--- config.mk ---
export PLATFORM = sky130hd
export DESIGN_NAME = sprite_cmd_queue
export DESIGN_NICKNAME = d
export VERILOG_FILES = /design/src/rtl/sprite_cmd_pkg.sv /design/src/rtl/sprite_cmd_fifo.sv /design/src/rtl/sprite_cmd_queue.sv
export SDC_FILE = /design/constraint.sdc
export NUM_CORES = 1
export LEC_CHECK = 0
export CAP_MARGIN = 5
export CORE_MARGIN = 2
export CORE_UTILIZATION = 35
export DETAILED_ROUTE_END_ITERATION = 7
export SYNTH_ARGS = -nofsm -noshare
export SYNTH_HDL_FRONTEND = slang
export SYNTH_SLANG_ARGS = --single-unit
--- constraint.sdc ---
create_clock -name clk -period 6.5 [get_ports clk]
set_input_delay 1.95 -clock clk [delete_from_list [all_inputs] [get_ports clk]]
set_output_delay 1.95 -clock clk [all_outputs]
set_load 0.02 [all_outputs]
--- src/rtl/sprite_cmd_pkg.sv ---
`default_nettype none
// ============================================================================
// Module      : sprite_cmd_pkg
// Description : Shared types and default widths for the sprite command queue.
// Revision    : 1.0 - initial release
// ============================================================================
package sprite_cmd_pkg;

    localparam int DEF_ADDR_W = 5;
    localparam int DEF_X_W    = 8;
    localparam int DEF_Y_W    = 7;
    localparam int DEF_IMG_W  = 2;

    typedef struct packed {
        logic [DEF_ADDR_W-1:0] addr;
        logic [DEF_X_W-1:0]    x;
        logic [DEF_Y_W-1:0]    y;
        logic [DEF_IMG_W-1:0]  img;
    } sprite_cmd_t;

    typedef enum logic [0:0] {
        IDLE  = 1'b0,
        DRAIN = 1'b1
    } state_t;

endpackage
`default_nettype wire

--- src/rtl/sprite_cmd_fifo.sv ---
`default_nettype none
// ============================================================================
// Module      : sprite_cmd_fifo
// Description : Single-clock FIFO of packed sprite commands with level count.
// Revision    : 1.0 - initial release
// ============================================================================
module sprite_cmd_fifo
    import sprite_cmd_pkg::*;
#(
    parameter int DEPTH = 16,
    parameter int WIDTH = $bits(sprite_cmd_t)
)(
    input  logic                   clk,
    input  logic                   rst,
    input  logic                   i_push,
    input  logic [WIDTH-1:0]       i_data,
    input  logic                   i_pop,
    output logic [WIDTH-1:0]       o_data,
    output logic                   o_full,
    output logic                   o_empty,
    output logic [$clog2(DEPTH):0] o_level
);

    localparam int PTR_W = $clog2(DEPTH);
    localparam int LVL_W = PTR_W + 1;

    logic [WIDTH-1:0] r_mem [DEPTH];
    logic [PTR_W-1:0] r_wr_ptr;
    logic [PTR_W-1:0] r_rd_ptr;
    logic [LVL_W-1:0] r_level;
    logic             w_do_push;
    logic             w_do_pop;

    // Full is judged on registered level only, so a pop cannot make room
    // for a push in the same cycle.
    assign o_full    = (r_level == LVL_W'(DEPTH));
    assign o_empty   = (r_level == '0);
    assign o_level   = r_level;
    assign o_data    = r_mem[r_rd_ptr];
    assign w_do_push = i_push && !o_full;
    assign w_do_pop  = i_pop && !o_empty;

    always_ff @(posedge clk) begin
        if (w_do_push) begin
            r_mem[r_wr_ptr] <= i_data;
        end
    end

    always_ff @(posedge clk) begin
        if (rst) begin
            r_wr_ptr <= '0;
            r_rd_ptr <= '0;
            r_level  <= '0;
        end else begin
            if (w_do_push) begin
                r_wr_ptr <= r_wr_ptr + PTR_W'(1);
            end
            if (w_do_pop) begin
                r_rd_ptr <= r_rd_ptr + PTR_W'(1);
            end
            case ({w_do_push, w_do_pop})
                2'b10:   r_level <= r_level + LVL_W'(1);
                2'b01:   r_level <= r_level - LVL_W'(1);
                default: r_level <= r_level;
            endcase
        end
    end

endmodule
`default_nettype wire

--- src/rtl/sprite_cmd_queue.sv ---
`default_nettype none
// ============================================================================
// Module      : sprite_cmd_queue
// Description : Holds sprite-draw commands and releases them as one burst
//               after frame_end. Optional counters: SPRITE_CMD_QUEUE_STATS_EN.
// Revision    : 1.0 - initial release
// ============================================================================
module sprite_cmd_queue
    import sprite_cmd_pkg::*;
#(
    parameter int DEPTH  = 16,
    parameter int ADDR_W = DEF_ADDR_W,
    parameter int X_W    = DEF_X_W,
    parameter int Y_W    = DEF_Y_W,
    parameter int IMG_W  = DEF_IMG_W
)(
    input  logic                   clk,
    input  logic                   reset,
    input  logic                   wr_en,
    input  logic [ADDR_W-1:0]      wr_addr,
    input  logic [X_W-1:0]         wr_x,
    input  logic [Y_W-1:0]         wr_y,
    input  logic [IMG_W-1:0]       wr_img,
    output logic                   full,
    input  logic                   frame_end,
    output logic                   out_en,
    output logic [ADDR_W-1:0]      out_addr,
    output logic [X_W-1:0]         out_x,
    output logic [Y_W-1:0]         out_y,
    output logic [IMG_W-1:0]       out_img,
    output logic [$clog2(DEPTH):0] level,
`ifdef SPRITE_CMD_QUEUE_STATS_EN
    output logic [15:0]            drop_count,
    output logic [15:0]            frames_drained,
`endif
    output logic                   overflow
);

    localparam int LVL_W = $clog2(DEPTH) + 1;
    localparam int CMD_W = ADDR_W + X_W + Y_W + IMG_W;

    state_t           r_state;
    state_t           w_state_nxt;
    logic [LVL_W-1:0] r_remaining;
    logic [CMD_W-1:0] w_head;
    logic             w_empty;
    logic             w_load;
    logic             w_pop;

    sprite_cmd_fifo #(
        .DEPTH (DEPTH),
        .WIDTH (CMD_W)
    ) u_fifo (
        .clk     (clk),
        .rst     (reset),
        .i_push  (wr_en),
        .i_data  ({wr_addr, wr_x, wr_y, wr_img}),
        .i_pop   (w_pop),
        .o_data  (w_head),
        .o_full  (full),
        .o_empty (w_empty),
        .o_level (level)
    );

    always_ff @(posedge clk) begin
        if (reset) begin
            r_state <= IDLE;
        end else begin
            r_state <= w_state_nxt;
        end
    end

    always_comb begin
        w_state_nxt = r_state;
        case (r_state)
            IDLE:    if (frame_end && !w_empty) w_state_nxt = DRAIN;
            DRAIN:   if (r_remaining <= LVL_W'(1)) w_state_nxt = IDLE;
            default: w_state_nxt = IDLE;
        endcase
    end

    // The first pop happens on the frame_end edge itself, so the burst
    // starts the very next cycle; DRAIN pops the remaining K-1.
    always_comb begin
        w_load = 1'b0;
        w_pop  = 1'b0;
        case (r_state)
            IDLE: begin
                w_load = frame_end && !w_empty;
                w_pop  = frame_end && !w_empty;
            end
            DRAIN:   w_pop = (r_remaining != '0);
            default: w_pop = 1'b0;
        endcase
    end

    always_ff @(posedge clk) begin
        if (reset) begin
            r_remaining <= '0;
        end else if (w_load) begin
            r_remaining <= level - LVL_W'(1);
        end else if (w_pop) begin
            r_remaining <= r_remaining - LVL_W'(1);
        end
    end

    always_ff @(posedge clk) begin
        if (reset) begin
            out_en   <= 1'b0;
            out_addr <= '0;
            out_x    <= '0;
            out_y    <= '0;
            out_img  <= '0;
        end else begin
            out_en <= w_pop;
            if (w_pop) begin
                {out_addr, out_x, out_y, out_img} <= w_head;
            end
        end
    end

    always_ff @(posedge clk) begin
        if (reset) begin
            overflow <= 1'b0;
        end else if (wr_en && full) begin
            overflow <= 1'b1;
        end
    end

`ifdef SPRITE_CMD_QUEUE_STATS_EN
    always_ff @(posedge clk) begin
        if (reset) begin
            drop_count     <= '0;
            frames_drained <= '0;
        end else begin
            if (wr_en && full && (drop_count != 16'hFFFF)) begin
                drop_count <= drop_count + 16'd1;
            end
            if (w_load) begin
                frames_drained <= frames_drained + 16'd1;
            end
        end
    end
`endif

endmodule
`default_nettype wire

After elaboration in Yosys (flattened, before gate mapping) --
Memory sizes are Yosys's and may differ from the RTL's. A register that Yosys moved wholly into a read port is not among the register bits. Cells that the tools add are included.
Cells by class: $add $sub $neg 5, order comparisons 1, eq/ne operators 3, muxes and demuxes 10, bitwise logic cells 1, reductions and logical operators 10
Operators by type and width (count):
- 2-to-1 mux 5 bit | 2
- case mux 5 bit (2 select lines) | 1
- subtractor 5 x 1 -> 5 bit (second input constant) | 2
- adder 4 x 1 -> 4 bit (second input constant) | 2
- adder 5 x 1 -> 5 bit (second input constant) | 1
- == test 5 bit (second input constant) | 1
- <= comparator 5 x 1 -> 1 bit (second input constant) | 1
- logical NOT 5 bit | 1
- 2-to-1 mux 1 bit | 5
- nonzero test 5 bit | 1
- logical AND 1 bit | 4
- case mux 1 bit (2 select lines) | 2
- nonzero test 2 bit | 2
- == test 2 x 1 -> 1 bit (second input constant) | 1
- == test 2 bit (second input constant) | 1
- logical NOT 1 bit | 2
- inverter 1 bit | 1
Storage, ports and cells: register bits after elaboration 21, memory bits (writable) 352, input bits 26, output and inout bits 30, word-level logic and storage cells 38, memories 1
Memories:
- u_fifo.r_mem | words 16, width 22, read ports 1, clocked after memory_dff 1, wr ports 1, RTL line sprite_cmd_fifo.sv:27 | logic [WIDTH-1:0] r_mem [DEPTH];

Logic depth before layout (Yosys ltp) --
word-level depth 7, mapped depth 11, depth with buffers taken out 10

Cells and area by module --
Synthesis repeated with hierarchy kept, for this count alone.
Second synthesis, totals: cells, all modules 824, area, all modules 15747.6 sq um
Modules (own cells, without submodules):
- sprite_cmd_fifo | times used 1, cells each 670, area each 14231.1 sq um
- sprite_cmd_queue | times used 1, cells each 154, area each 1516.5 sq um

Worst setup path before layout --
Ideal clock, no wire load.
path kind input -> register, start point input wr_en, end point memory u_fifo.r_mem[0][0] (netlist name) (enable), library setup time 0.429 ns, arrival time 3.917 ns, required time 6.071 ns, slack 2.154 ns, stages 4, buffers on the path 1, path through and2_1 clkbuf_1 nand2_1 nor3_1
On the way: longest elaborated chain between the ends 3
RTL lines:
- start, declared | RTL line sprite_cmd_queue.sv:19 | input logic wr_en,
- logical AND 1 bit | RTL line sprite_cmd_fifo.sv:40 | assign w_do_push = i_push && !o_full;
- 2-to-1 mux 1 bit | RTL line sprite_cmd_fifo.sv:44 | if (w_do_push) begin
- 2-to-1 mux 1 bit (implied by the code) | RTL line sprite_cmd_fifo.sv:45 | r_mem[r_wr_ptr] <= i_data;
- end, declared | RTL line sprite_cmd_fifo.sv:27
No other way between the ends.

Final worst setup path --
start point register u_fifo.r_level[0], in the netlist u_fifo.o_level[0], end point output full
On the way: longest elaborated chain between the ends 1
RTL lines:
- start, declared | RTL line sprite_cmd_fifo.sv:30 | logic [LVL_W-1:0] r_level;
- start signal, assigned | RTL line sprite_cmd_fifo.sv:62 | 2'b10: r_level <= r_level + LVL_W'(1);
- start signal, assigned | RTL line sprite_cmd_fifo.sv:63 | 2'b01: r_level <= r_level - LVL_W'(1);
- start signal, assigned | RTL line sprite_cmd_fifo.sv:64 | default: r_level <= r_level;
- == test 5 bit | RTL line sprite_cmd_fifo.sv:36 | assign o_full = (r_level == LVL_W'(DEPTH));
- end, declared | RTL line sprite_cmd_queue.sv:24 | output logic full,
No other way between the ends.

==> report_table.html <==
<table>
<tr><th>Metric</th><th>Value</th></tr>
<tr><th colspan="2">Critical path</th></tr>
<tr><td>R2R Path Start</td><td>u_fifo.r_rd_ptr[0]</td></tr>
<tr><td>Endpoint of the most critical register-to-register path</td><td>out_y[0]</td></tr>
<tr><td>Cell type of the slowest stage on the worst timing path</td><td>sky130_fd_sc_hd__clkdlybuf4s50_1</td></tr>
<tr><td>Critical Path Most Common Cell</td><td>sky130_fd_sc_hd__inv_1</td></tr>
<tr><td>Peak fanout along the critical path</td><td>7</td></tr>
<tr><td>Arrival time reported for the critical path endpoint</td><td>2.36 ns</td></tr>
<tr><td>CP Launch Type</td><td>flip-flop</td></tr>
<tr><td>Cells on worst reg2reg path</td><td>5</td></tr>
<tr><td>Critical path class</td><td>flip-flop to output port</td></tr>
<tr><td>Critical Path, Cell by Cell</td><td>inv_1 -&gt; ha_1 -&gt; nand4bb_1 -&gt; inv_1 -&gt; clkdlybuf4s50_1</td></tr>
<tr><td>Critical path endpoint category</td><td>output port</td></tr>
<tr><td>Stage delay of the slowest cell on the critical path</td><td>0.61 ns</td></tr>
<tr><td>Setup slack of the most critical reg-to-reg path</td><td>3.29 ns</td></tr>
<tr><td>Worst Path Required</td><td>4.55 ns</td></tr>
<tr><th colspan="2">Die</th></tr>
<tr><td>Ports</td><td>56</td></tr>
<tr><td>Die Outline Area</td><td>0.0453 mm^2</td></tr>
<tr><td>Starting utilization of the core area</td><td>0.355</td></tr>
<tr><td>Width of the die</td><td>213 um</td></tr>
<tr><td># rows</td><td>76</td></tr>
<tr><td>Chip height</td><td>213 um</td></tr>
<tr><td>Core box area</td><td>0.0431 mm^2</td></tr>
<tr><th colspan="2">Clocking</th></tr>
<tr><td>Count of instances resized after the clock tree is built</td><td>0</td></tr>
<tr><td>Root Buffer Master</td><td>sky130_fd_sc_hd__clkbuf_16</td></tr>
<tr><td>Clock tree from TritonCTS</td><td>done</td></tr>
<tr><td>TritonCTS sink count</td><td>395</td></tr>
<tr><td>Clock latency of the later-clocked register in the worst-skew pair</td><td>0.54 ns</td></tr>
<tr><td>Setup Buffers After CTS</td><td>0</td></tr>
<tr><td>Maximum buffer depth of the clock tree</td><td>3</td></tr>
<tr><td>Clk slew on worst S/H paths</td><td>0.06 ns</td></tr>
<tr><td>Total CTS buffers</td><td>41</td></tr>
<tr><td>H-tree lvl count</td><td>2</td></tr>
<tr><td>CTS Hold Buffers Added</td><td>0</td></tr>
<tr><th colspan="2">Pwr</th></tr>
<tr><td>Worst vdd rail ir drop</td><td>209 uV</td></tr>
<tr><td>Ratio of total power to cell area</td><td>361 mW/mm^2</td></tr>
<tr><td>Leakage power total</td><td>5.36 nW</td></tr>
<tr><th colspan="2">Yosys</th></tr>
<tr><td>Number of distinct library cells after synthesis</td><td>46</td></tr>
<tr><td>Fraction of registers with async set or reset after synthesis</td><td>0</td></tr>
<tr><td>Average instance area after synthesis</td><td>18.0 um^2</td></tr>
<tr><td>Instance count of the mapped netlist</td><td>848</td></tr>
<tr><td>Number of synthesized register bits</td><td>395</td></tr>
<tr><td>Post-synth EDFFs</td><td>352</td></tr>
<tr><td>Number of warnings printed during yosys synthesis</td><td>0</td></tr>
<tr><td>Total nets after synthesis</td><td>885</td></tr>
<tr><td>Synth Cell Area</td><td>0.0153 mm^2</td></tr>
<tr><td>Share of the yosys chip area belonging to registers</td><td>0.748</td></tr>
<tr><td>Dominant register cell in the synthesized netlist</td><td>sky130_fd_sc_hd__edfxtp_1</td></tr>
<tr><th colspan="2">Finish</th></tr>
<tr><td>Count of filler cells inserted in the layout</td><td>3,777</td></tr>
<tr><td>Most common cell after layout, fill and taps aside</td><td>sky130_fd_sc_hd__edfxtp_1</td></tr>
<tr><td>Post-layout utilization of the core</td><td>0.415</td></tr>
<tr><td>Area growth from synthesis to layout</td><td>16.9%</td></tr>
<tr><td>Count of inserted antenna diode cells</td><td>0</td></tr>
<tr><td>Layout cells sized above 1</td><td>0.161</td></tr>
<tr><td>Commonest non-fill, non-tap cells in the layout</td><td>sky130_fd_sc_hd__edfxtp_1 (352), sky130_fd_sc_hd__mux2i_1 (87), sky130_fd_sc_hd__clkdlybuf4s50_1 (54)</td></tr>
<tr><td>Nets@finish</td><td>956</td></tr>
<tr><th colspan="2">Routing</th></tr>
<tr><td>Length of the first detailed-routing pass in iterations</td><td>5</td></tr>
<tr><td>Wire length per cell</td><td>22.5 um</td></tr>
<tr><td>Detailed-route vias per instance</td><td>5.20</td></tr>
<tr><td>DRT antenna net count</td><td>0</td></tr>
<tr><td>First-iteration detailed-routing DRC count</td><td>741</td></tr>
<tr><td>Top sig layer</td><td>met5</td></tr>
<tr><td>Routed wire length</td><td>34.6 mm</td></tr>
<tr><td>Via count</td><td>7,992</td></tr>
<tr><td>Met2 Routed Length</td><td>16.2 mm</td></tr>
<tr><td>Metal1 wirelength</td><td>15.5 mm</td></tr>
<tr><td>WL met3</td><td>2.05 mm</td></tr>
<tr><td># DRC</td><td>0</td></tr>
<tr><th colspan="2">Global routing</th></tr>
<tr><td>Antenna violations before repair</td><td>1</td></tr>
<tr><td>Vias in the first global route</td><td>8,160</td></tr>
<tr><td>Pin count of the biggest net entering global routing</td><td>97</td></tr>
<tr><td>Congestion Overflow GR</td><td>0</td></tr>
<tr><td>Global-route wire length before repair</td><td>51.9 mm</td></tr>
<tr><td>Overall global routing resource usage</td><td>0.157</td></tr>
<tr><th colspan="2">Run status</th></tr>
<tr><td>Run status</td><td>complete, no violations</td></tr>
<tr><th colspan="2">Timing</th></tr>
<tr><td>Total count of max-transition violations in the final report</td><td>0</td></tr>
<tr><td>Transition at the pin with the smallest max-transition slack</td><td>1.11 ns</td></tr>
<tr><td>Final setup violation count</td><td>0</td></tr>
<tr><td>Fmax</td><td>232 MHz</td></tr>
<tr><td>Number of failing hold endpoints at the final stage</td><td>0</td></tr>
<tr><td>Worst rel slew slack</td><td>0.263</td></tr>
<tr><td>Setup TNS</td><td>0 ns</td></tr>
<tr><td>Final Critical Period</td><td>4.31 ns</td></tr>
<tr><td>Setup repair after global routing missed its margin</td><td>false</td></tr>
<tr><td>Post-Route Skew</td><td>0.00810 ns</td></tr>
<tr><td>Period utilization</td><td>0.663</td></tr>
<tr><th colspan="2">Placed design</th></tr>
<tr><td>Post-DP HPWL</td><td>19.2 mm</td></tr>
<tr><td>Last weighted congestion value of the routability-driven placer</td><td>0.740</td></tr>
<tr><td>Number of port buffers</td><td>55</td></tr>
<tr><th colspan="2">Min path</th></tr>
<tr><td>Cell depth of the worst hold path</td><td>2</td></tr>
<tr><td>Class of the tightest hold or removal check</td><td>flip-flop to flip-flop</td></tr>
<tr><td>Hold EP</td><td>overflow</td></tr>
<tr><td>Worst Hold Launch</td><td>overflow</td></tr>
<tr><th colspan="2">Job</th></tr>
<tr><td>Max-Cap Viols</td><td>0</td></tr>
</table>
sequential cells by signal (all words and copies together), names as in the netlist:
| name | count |
|---|---|
| out_x | 8 |
| out_addr | 5 |
| out_en | 1 |
| r_remaining | 5 |
| u_fifo.r_rd_ptr | 4 |
| u_fifo.r_mem | 352 |
| r_state | 1 |
| u_fifo.r_wr_ptr | 4 |
| out_img | 2 |
| u_fifo.o_level | 5 |
| overflow | 1 |
| out_y | 7 |
routing by layer:
metal / vias up / GRT usage
li1: 3563 / -
met1: 4135 / 0.219
met2: 240 / 0.248
met3: 52 / 0.0324
met4: 2 / 0.0492
met5: - / 0
synth_stat cells (all sizes together), types with 3 or more instances:
library cell / number / area share
clkbuf: 18 / 0.0044
or4b: 3 / 0.0022
buf: 30 / 0.011
xor2: 7 / 0.0040
a211oi: 24 / 0.012
a311oi: 23 / 0.014
dfxtp: 43 / 0.056
edfxtp: 352 / 0.69
nand3: 5 / 0.0020
nand2: 32 / 0.0079
o21ai: 3 / 0.00098
or3b: 4 / 0.0023
nor2b: 3 / 0.0012
xnor2: 4 / 0.0023
nand3b: 4 / 0.0020
ha: 11 / 0.0090
nor2: 50 / 0.012
inv: 9 / 0.0022
mux4: 45 / 0.066
nor3: 7 / 0.0023
mux2i: 87 / 0.057
or3: 4 / 0.0016
a21oi: 15 / 0.0049
o22ai: 43 / 0.018
cell type report:
class	count	area (um^2)	area share
clock inverter	11	119	0.00665
inverter	9	33.8	0.00189
sequential	395	11400	0.640
tap	585	732	0.0410
clock buffer	65	1180	0.0660
multi-input combinational	396	3620	0.203
timing repair buffer	76	736	0.0412
per-stage QoR:
step	setup WS [ns]	power (W)	std cells	cell area (um^2)	hold slack, ns
4_1_cts	2.16	0.00652	1536	17800	0.471
2_1_floorplan	2.15	0.00386	848	15300	0.449
6_report	2.19	0.00644	1537	17900	0.465
5_1_grt	2.09	0.00672	1537	17900	0.509
3_3_place_gp	1.93	0.00423	1460	16500	0.452
3_5_place_dp	1.87	0.00426	1460	16500	0.456
worst max-delay path by stage:
stage                      start                    to  slack, ns  cells past startpoint
2_1_floorplan              wr_en    u_fifo.r_mem[0][0]       2.15                      4
3_3_place_gp               wr_en  u_fifo.r_mem[14][21]       1.93                      5
3_5_place_dp               wr_en   u_fifo.r_mem[14][3]       1.87                      5
4_1_cts        u_fifo.o_level[0]                  full       2.16                      5
5_1_grt        u_fifo.o_level[0]                  full       2.09                      5
6_report       u_fifo.o_level[0]                  full       2.19                      5
worst max-delay path, delay by kind of cell, from the launching register on:
| kind | cells | cell delay [ns] |
|---|---|---|
| fa+ha+maj | 1 | 0.28 |
| buf+inv | 3 | 0.89 |
| flops | 1 | 0.39 |
| simple gates | 1 | 0.27 |
cell families (layout without fill, tap and decap cells):
logic type | Yosys count | after routing | share of synthesized area
flip-flops | 395 | 395 | 0.748
multiplexers | 132 | 132 | 0.123
AND/OR/NAND/NOR | 125 | 125 | 0.0403
AO/OA/AOI/OAI | 117 | 117 | 0.0546
buffers and inverters | 57 | 161 | 0.0181
adder cells (fa/ha/maj) | 11 | 11 | 0.00901
XOR/XNOR | 11 | 11 | 0.00631
power breakdown:
group / internal [W] / switching (W) / leakage [nW]
registers: 0.00289 / 0.000132 / 3.53
logic: 0.000498 / 0.000656 / 1.21
clock network: 0.00133 / 0.000931 / 0.619
(Power assumes the default switching activity.)
